===== src/rtl/example5_preimage.sv =====
// example5_preimage: sequential inverse of the example5 logic.
// Scans all 16 (x4,x3,x2,x1) vectors and streams, in ascending order, every
// vector whose f/g/h outputs match the requested pattern (with don't-care
// masking). A one-cycle done pulse then reports the match count.
module example5_preimage (
  input  logic       clk,
  input  logic       reset,
  input  logic       start,
  input  logic       want_f,
  input  logic       want_g,
  input  logic       want_h,
  input  logic       care_f,
  input  logic       care_g,
  input  logic       care_h,
  output logic       m_valid,
  input  logic       m_ready,
  output logic [3:0] m_x,
  output logic       busy,
  output logic       done,
  output logic [4:0] count,
  output logic       none
);

  typedef enum logic [1:0] {
    IDLE  = 2'd0,
    SCAN  = 2'd1,
    DRAIN = 2'd2
  } state_t;

  state_t     state_q;
  logic [3:0] idx_q;
  logic [2:0] want_q;   // {f, g, h}
  logic [2:0] care_q;   // {f, g, h}
  logic       m_valid_q;
  logic [3:0] m_x_q;
  logic       busy_q;
  logic       done_q;
  logic [4:0] count_q;
  logic       none_q;

  logic       x1, x2, x3, x4;
  logic       cand_g, cand_h, cand_f;
  logic       cand_match;
  logic       slot_free;

  // Evaluate the example5 logic on the current candidate and compare it to
  // the latched request; a cleared care bit masks that output out.
  always_comb begin
    x1         = idx_q[0];
    x2         = idx_q[1];
    x3         = idx_q[2];
    x4         = idx_q[3];
    cand_g     = (x1 & x3) | (x2 & x4);
    cand_h     = (x1 | x3) & (x2 | x4);
    cand_f     = cand_g | cand_h;
    cand_match = (~care_q[2] | (cand_f == want_q[2])) &
                 (~care_q[1] | (cand_g == want_q[1])) &
                 (~care_q[0] | (cand_h == want_q[0]));
    // The output register can take a new vector if it is empty or being
    // consumed at this very edge.
    slot_free  = ~m_valid_q | m_ready;
  end

  // Control FSM, output register and match counter.
  always_ff @(posedge clk or posedge reset) begin
    if (reset) begin
      state_q   <= IDLE;
      idx_q     <= '0;
      want_q    <= '0;
      care_q    <= '0;
      m_valid_q <= 1'b0;
      m_x_q     <= '0;
      busy_q    <= 1'b0;
      done_q    <= 1'b0;
      count_q   <= '0;
      none_q    <= 1'b0;
    end else begin
      // NOTE: non-blocking defaults up front; a later assignment in the same
      // block overrides them, so done/none are single-cycle pulses and an
      // accepted vector is dropped unless a new match reloads the slot.
      done_q <= 1'b0;
      none_q <= 1'b0;
      if (m_valid_q && m_ready) begin
        m_valid_q <= 1'b0;
      end

      case (state_q)
        IDLE: begin
          if (start) begin
            want_q  <= {want_f, want_g, want_h};
            care_q  <= {care_f, care_g, care_h};
            count_q <= '0;
            idx_q   <= '0;
            busy_q  <= 1'b1;
            state_q <= SCAN;
          end
        end

        SCAN: begin
          if (slot_free) begin
            if (cand_match) begin
              m_x_q     <= idx_q;
              m_valid_q <= 1'b1;
              count_q   <= count_q + 5'd1;
            end
            idx_q <= idx_q + 4'd1;
            if (idx_q == 4'd15) begin
              state_q <= DRAIN;
            end
          end
        end

        DRAIN: begin
          if (slot_free) begin
            done_q  <= 1'b1;
            none_q  <= (count_q == 5'd0);
            busy_q  <= 1'b0;
            state_q <= IDLE;
          end
        end

        default: begin
          state_q <= IDLE;
        end
      endcase
    end
  end

  assign m_valid = m_valid_q;
  assign m_x     = m_x_q;
  assign busy    = busy_q;
  assign done    = done_q;
  assign count   = count_q;
  assign none    = none_q;

endmodule


===== config.mk =====
export PLATFORM = sky130hd
export DESIGN_NAME = example5_preimage
export DESIGN_NICKNAME = d
export VERILOG_FILES = /design/src/rtl/example5_preimage.sv
export SDC_FILE = /design/constraint.sdc
export NUM_CORES = 1
export LEC_CHECK = 0
export CORE_MARGIN = 5
export CORE_UTILIZATION = 54
export CTS_CLUSTER_DIAMETER = 30
export DETAILED_ROUTE_END_ITERATION = 8
export DONT_BUFFER_PORTS = 1
export PLACE_DENSITY = 0.73
export REMOVE_ABC_BUFFERS = 1
export SKIP_CTS_REPAIR_TIMING = 1
export SYNTH_ARGS = -nofsm -noshare
export SYNTH_HDL_FRONTEND = slang
export SYNTH_SLANG_ARGS = --single-unit
export TNS_END_PERCENT = 20

===== constraint.sdc =====
create_clock -name clk -period 1.75 [get_ports clk]
set_input_delay 0.175 -clock clk [delete_from_list [all_inputs] [get_ports clk]]
set_output_delay 0.175 -clock clk [all_outputs]
set_load 0.01 [all_outputs]

==> results.sh <==
export IMPL_areaGrowthSynthToFinish_pct=13.53
export IMPL_drive_above_1_share_pct=24.60
export IMPL_ioPinCount=23
export IMPL_cts_tree="done"
export IMPL_ys_seq_area_share_pct=49.75
export IMPL_ff2ff_setup_slack_ns=0.05
export IMPL_clock_sinks=25
export IMPL_setup_viol=0
export IMPL_r2r_start="idx_q[3]$_DFFE_PP0P_"
export IMPL_gr_usage_met1_pct=21.85
export IMPL_arrival_ns=1.92
export IMPL_setup_total_negative_slack_ns=0
export IMPL_wl_per_cell_um=15.77
export IMPL_min_delay_start="m_ready"
export IMPL_p_total_uw=3016
export IMPL_grt_busiest_layer="met2"
export IMPL_clockRootBuffer="clkbuf_4"
export IMPL_grt_antenna_before_repair=0
export IMPL_path_buf_inv=1
export IMPL_start_kind="flip-flop"
export IMPL_initial_core_util_pct=56.84
export IMPL_hold_viol=0
export IMPL_yosysUniqueCellTypes=34
export IMPL_syn_inst=110
export IMPL_hpwl_um=1796
export IMPL_grt_pass1_vias=901
export IMPL_grt_use_met3_pct=4.009
export IMPL_path_cells="buf_4 -> o22ai_1 -> xnor2_1 -> a22oi_4 -> nand3_4 -> mux2_4"
export IMPL_core_area_um2=2212
export IMPL_cts_buffer_depth=2
export IMPL_period_needed_ns=1.703
export IMPL_critical_path_max_fanout=5
export IMPL_r2r_end="m_x[1]$_DFFE_PP0P_"
export IMPL_finalMaxSlewViolations=0
export IMPL_grt_max_degree=18
export IMPL_via_per_inst=5.727
export IMPL_drc=0
export IMPL_ys_warn_count=0
export IMPL_dr_first_iter_drc_count=14
export IMPL_relSlewSlack_pct=73.19
export IMPL_fillers=179
export IMPL_worstHoldEndpoint="m_valid$_DFF_PP0_"
export IMPL_placedInstanceArea_um2=1323
export IMPL_endpoint_kind="flip-flop"
export IMPL_hold_path_class="primary input to flip-flop"
export IMPL_clock_latency_ns=0.32
export IMPL_grt_overflow_total=0
export IMPL_io_buffers=0
export IMPL_die_height_um=58.26
export IMPL_ant_nets=0
export IMPL_whs_ns=0.1173
export IMPL_r2r_cells=6
export IMPL_status="completed"
export IMPL_critPathSlowestCell="dfrtp_1"
export IMPL_grt_pass1_wl_um=4153
export IMPL_num_rows=17
export IMPL_max_freq_ghz=0.5872
export IMPL_place_congestion=0.8908
export IMPL_design_area_um2=1428
export IMPL_cts_buffers=3
export IMPL_maxCapViolCount=0
export IMPL_hold_depth=2
export IMPL_crit_cells=6
export IMPL_synth_area_um2=1257
export IMPL_clock_skew_ns=0.007448
export IMPL_path_class="flip-flop to flip-flop"
export IMPL_die_area_um2=3394
export IMPL_syn_avg_cell_area_um2=11.43
export IMPL_power_density_nw_per_um2=2113
export IMPL_firstDrtPassIters=4
export IMPL_path_clk_slew_ns=0.13
export IMPL_cpLargestDelayFamily="flip-flops"
export IMPL_leakage_uw=0.0006615
export IMPL_htree_levels=1
export IMPL_finalCritPeriodShare_pct=97.32
export IMPL_diodes=0
export IMPL_met2_usage_pct=24.03
export IMPL_drt_wl_total_um=2429
export IMPL_grtUsageTotal_pct=16.06
export IMPL_cp_data_required_time_ns=1.97
export IMPL_dieWidth_um=58.26
export IMPL_vias=882
export IMPL_fin_nets=140
export IMPL_tightest_slew_ns=0.4013
export IMPL_ys_ff_latch=25
export IMPL_ir_drop_v=0.001159
export IMPL_critPathMaxStageDelay_ns=0.45
[worst max path at each step]
stage,from,endpoint,slack (ns)
2_1_floorplan,state_q[0]$_DFFE_PP0P_,care_q[0]$_DFFE_PP0P_,0.04
3_3_place_gp,idx_q[2]$_DFFE_PP0P_,m_x[2]$_DFFE_PP0P_,0.11
3_5_place_dp,idx_q[2]$_DFFE_PP0P_,count[4]$_DFFE_PP0P_,0.05
4_1_cts,idx_q[2]$_DFFE_PP0P_,m_x[1]$_DFFE_PP0P_,0.04
5_1_grt,idx_q[2]$_DFFE_PP0P_,m_x[1]$_DFFE_PP0P_,-0.02
6_report,idx_q[3]$_DFFE_PP0P_,m_x[1]$_DFFE_PP0P_,0.05
[Yosys cell counts]
cell,count,area (um^2)
mux2i_1,1,10.01
buf_6,3,33.78
dfrtp_1,25,625.6
a21o_1,1,7.510
a211o_1,1,8.760
clkbuf_1,1,3.750
mux2_4,4,60.06
a21oi_1,4,20.02
o22ai_1,2,12.51
o21ai_0,3,15.01
o21bai_1,1,7.510
a211oi_1,1,7.510
nor3_1,3,15.01
mux2_2,6,67.56
nor2b_1,3,18.77
xor2_1,2,17.52
nand2b_1,4,25.02
a311o_1,1,10.01
nor2_2,1,6.260
inv_1,7,26.28
a211o_2,1,10.01
nand3_4,1,17.52
a22oi_1,1,7.510
a22oi_4,1,21.27
and4_1,1,8.760
nand4_1,3,18.77
a31oi_2,1,12.51
nor2_1,6,22.52
a21boi_0,1,7.510
xnor2_1,2,17.52
nand2_1,7,26.28
a2bb2oi_1,3,26.28
nand3_1,5,25.02
ha_1,3,37.54
[kinds of logic after synthesis]
logic type / synth area share [%]
simple gates: 14.63
fa+ha+maj: 2.985
compound gates: 13.83
buf+inv: 5.075
xor+xnor: 2.787
flops: 49.75
mux: 10.95
[where the power goes]
part | switching (uW) | leakage (uW) | internal, uW
combinational | 771 | 0.000344 | 840
clock | 167 | 0.0000177 | 85.7
sequential | 318 | 0.000300 | 835
total | 1260 | 0.000662 | 1760
[cell type report]
cell class | count | area [um^2] | area share, %
multi-input combinational | 74 | 573.1 | 40.14
timing repair buffer | 16 | 137.6 | 9.641
inverter | 7 | 26.28 | 1.840
sequential | 25 | 628.1 | 44.00
tap | 28 | 35.03 | 2.454
clock inverter | 1 | 5.005 | 0.3506
clock buffer | 3 | 22.52 | 1.578
[routing by layer]
layer	wire, um	vias up
li1	-	422
met1	1106	421
met2	1110	34
met3	166	5
met4	46	0
met5	0	-
[sequential cells by signal, summed over array words and instances, names as in the netlist]
register	flops
count	5
idx_q	4
m_x	4
care_q	3
want_q	3
state_q	2
busy	1
done	1
m_valid	1
none	1
[layout by cell type, fill, tap and decap left out]
cell,count
mux2_2,6
buf_4,9
o21bai_1,1
a211o_1,1
a21o_1,1
nand2b_1,4
xor2_1,2
and4_1,1
xnor2_1,2
nand2_1,7
a21boi_1,1
nand3_1,5
nor2_2,1
nand3_4,1
clkbuf_4,3
dfrtp_2,2
mux2i_1,1
a211oi_1,1
ha_1,3
nor2_1,6
mux2_4,4
a211o_2,1
a2bb2oi_1,3
nor3_1,3
inv_1,7
dlygate4sd3_1,7
a22oi_4,1
nor2b_1,3
a21oi_1,4
a311o_1,1
dfrtp_1,23
a22oi_2,1
clkinv_2,1
nand4_1,3
o21ai_0,3
o22ai_1,2
a31oi_2,1
[through the flow]
step | cells | setup WS, ns | utilization, %
floorplan | 106 | 0.03592 | -
global placement | 143 | 0.1065 | 59.79
detailed placement | 143 | 0.05291 | 59.79
CTS | 147 | 0.03565 | 61.03
global route | 154 | -0.01823 | 64.54
finish | 154 | 0.04694 | 64.54
(Power assumes the default switching activity.)
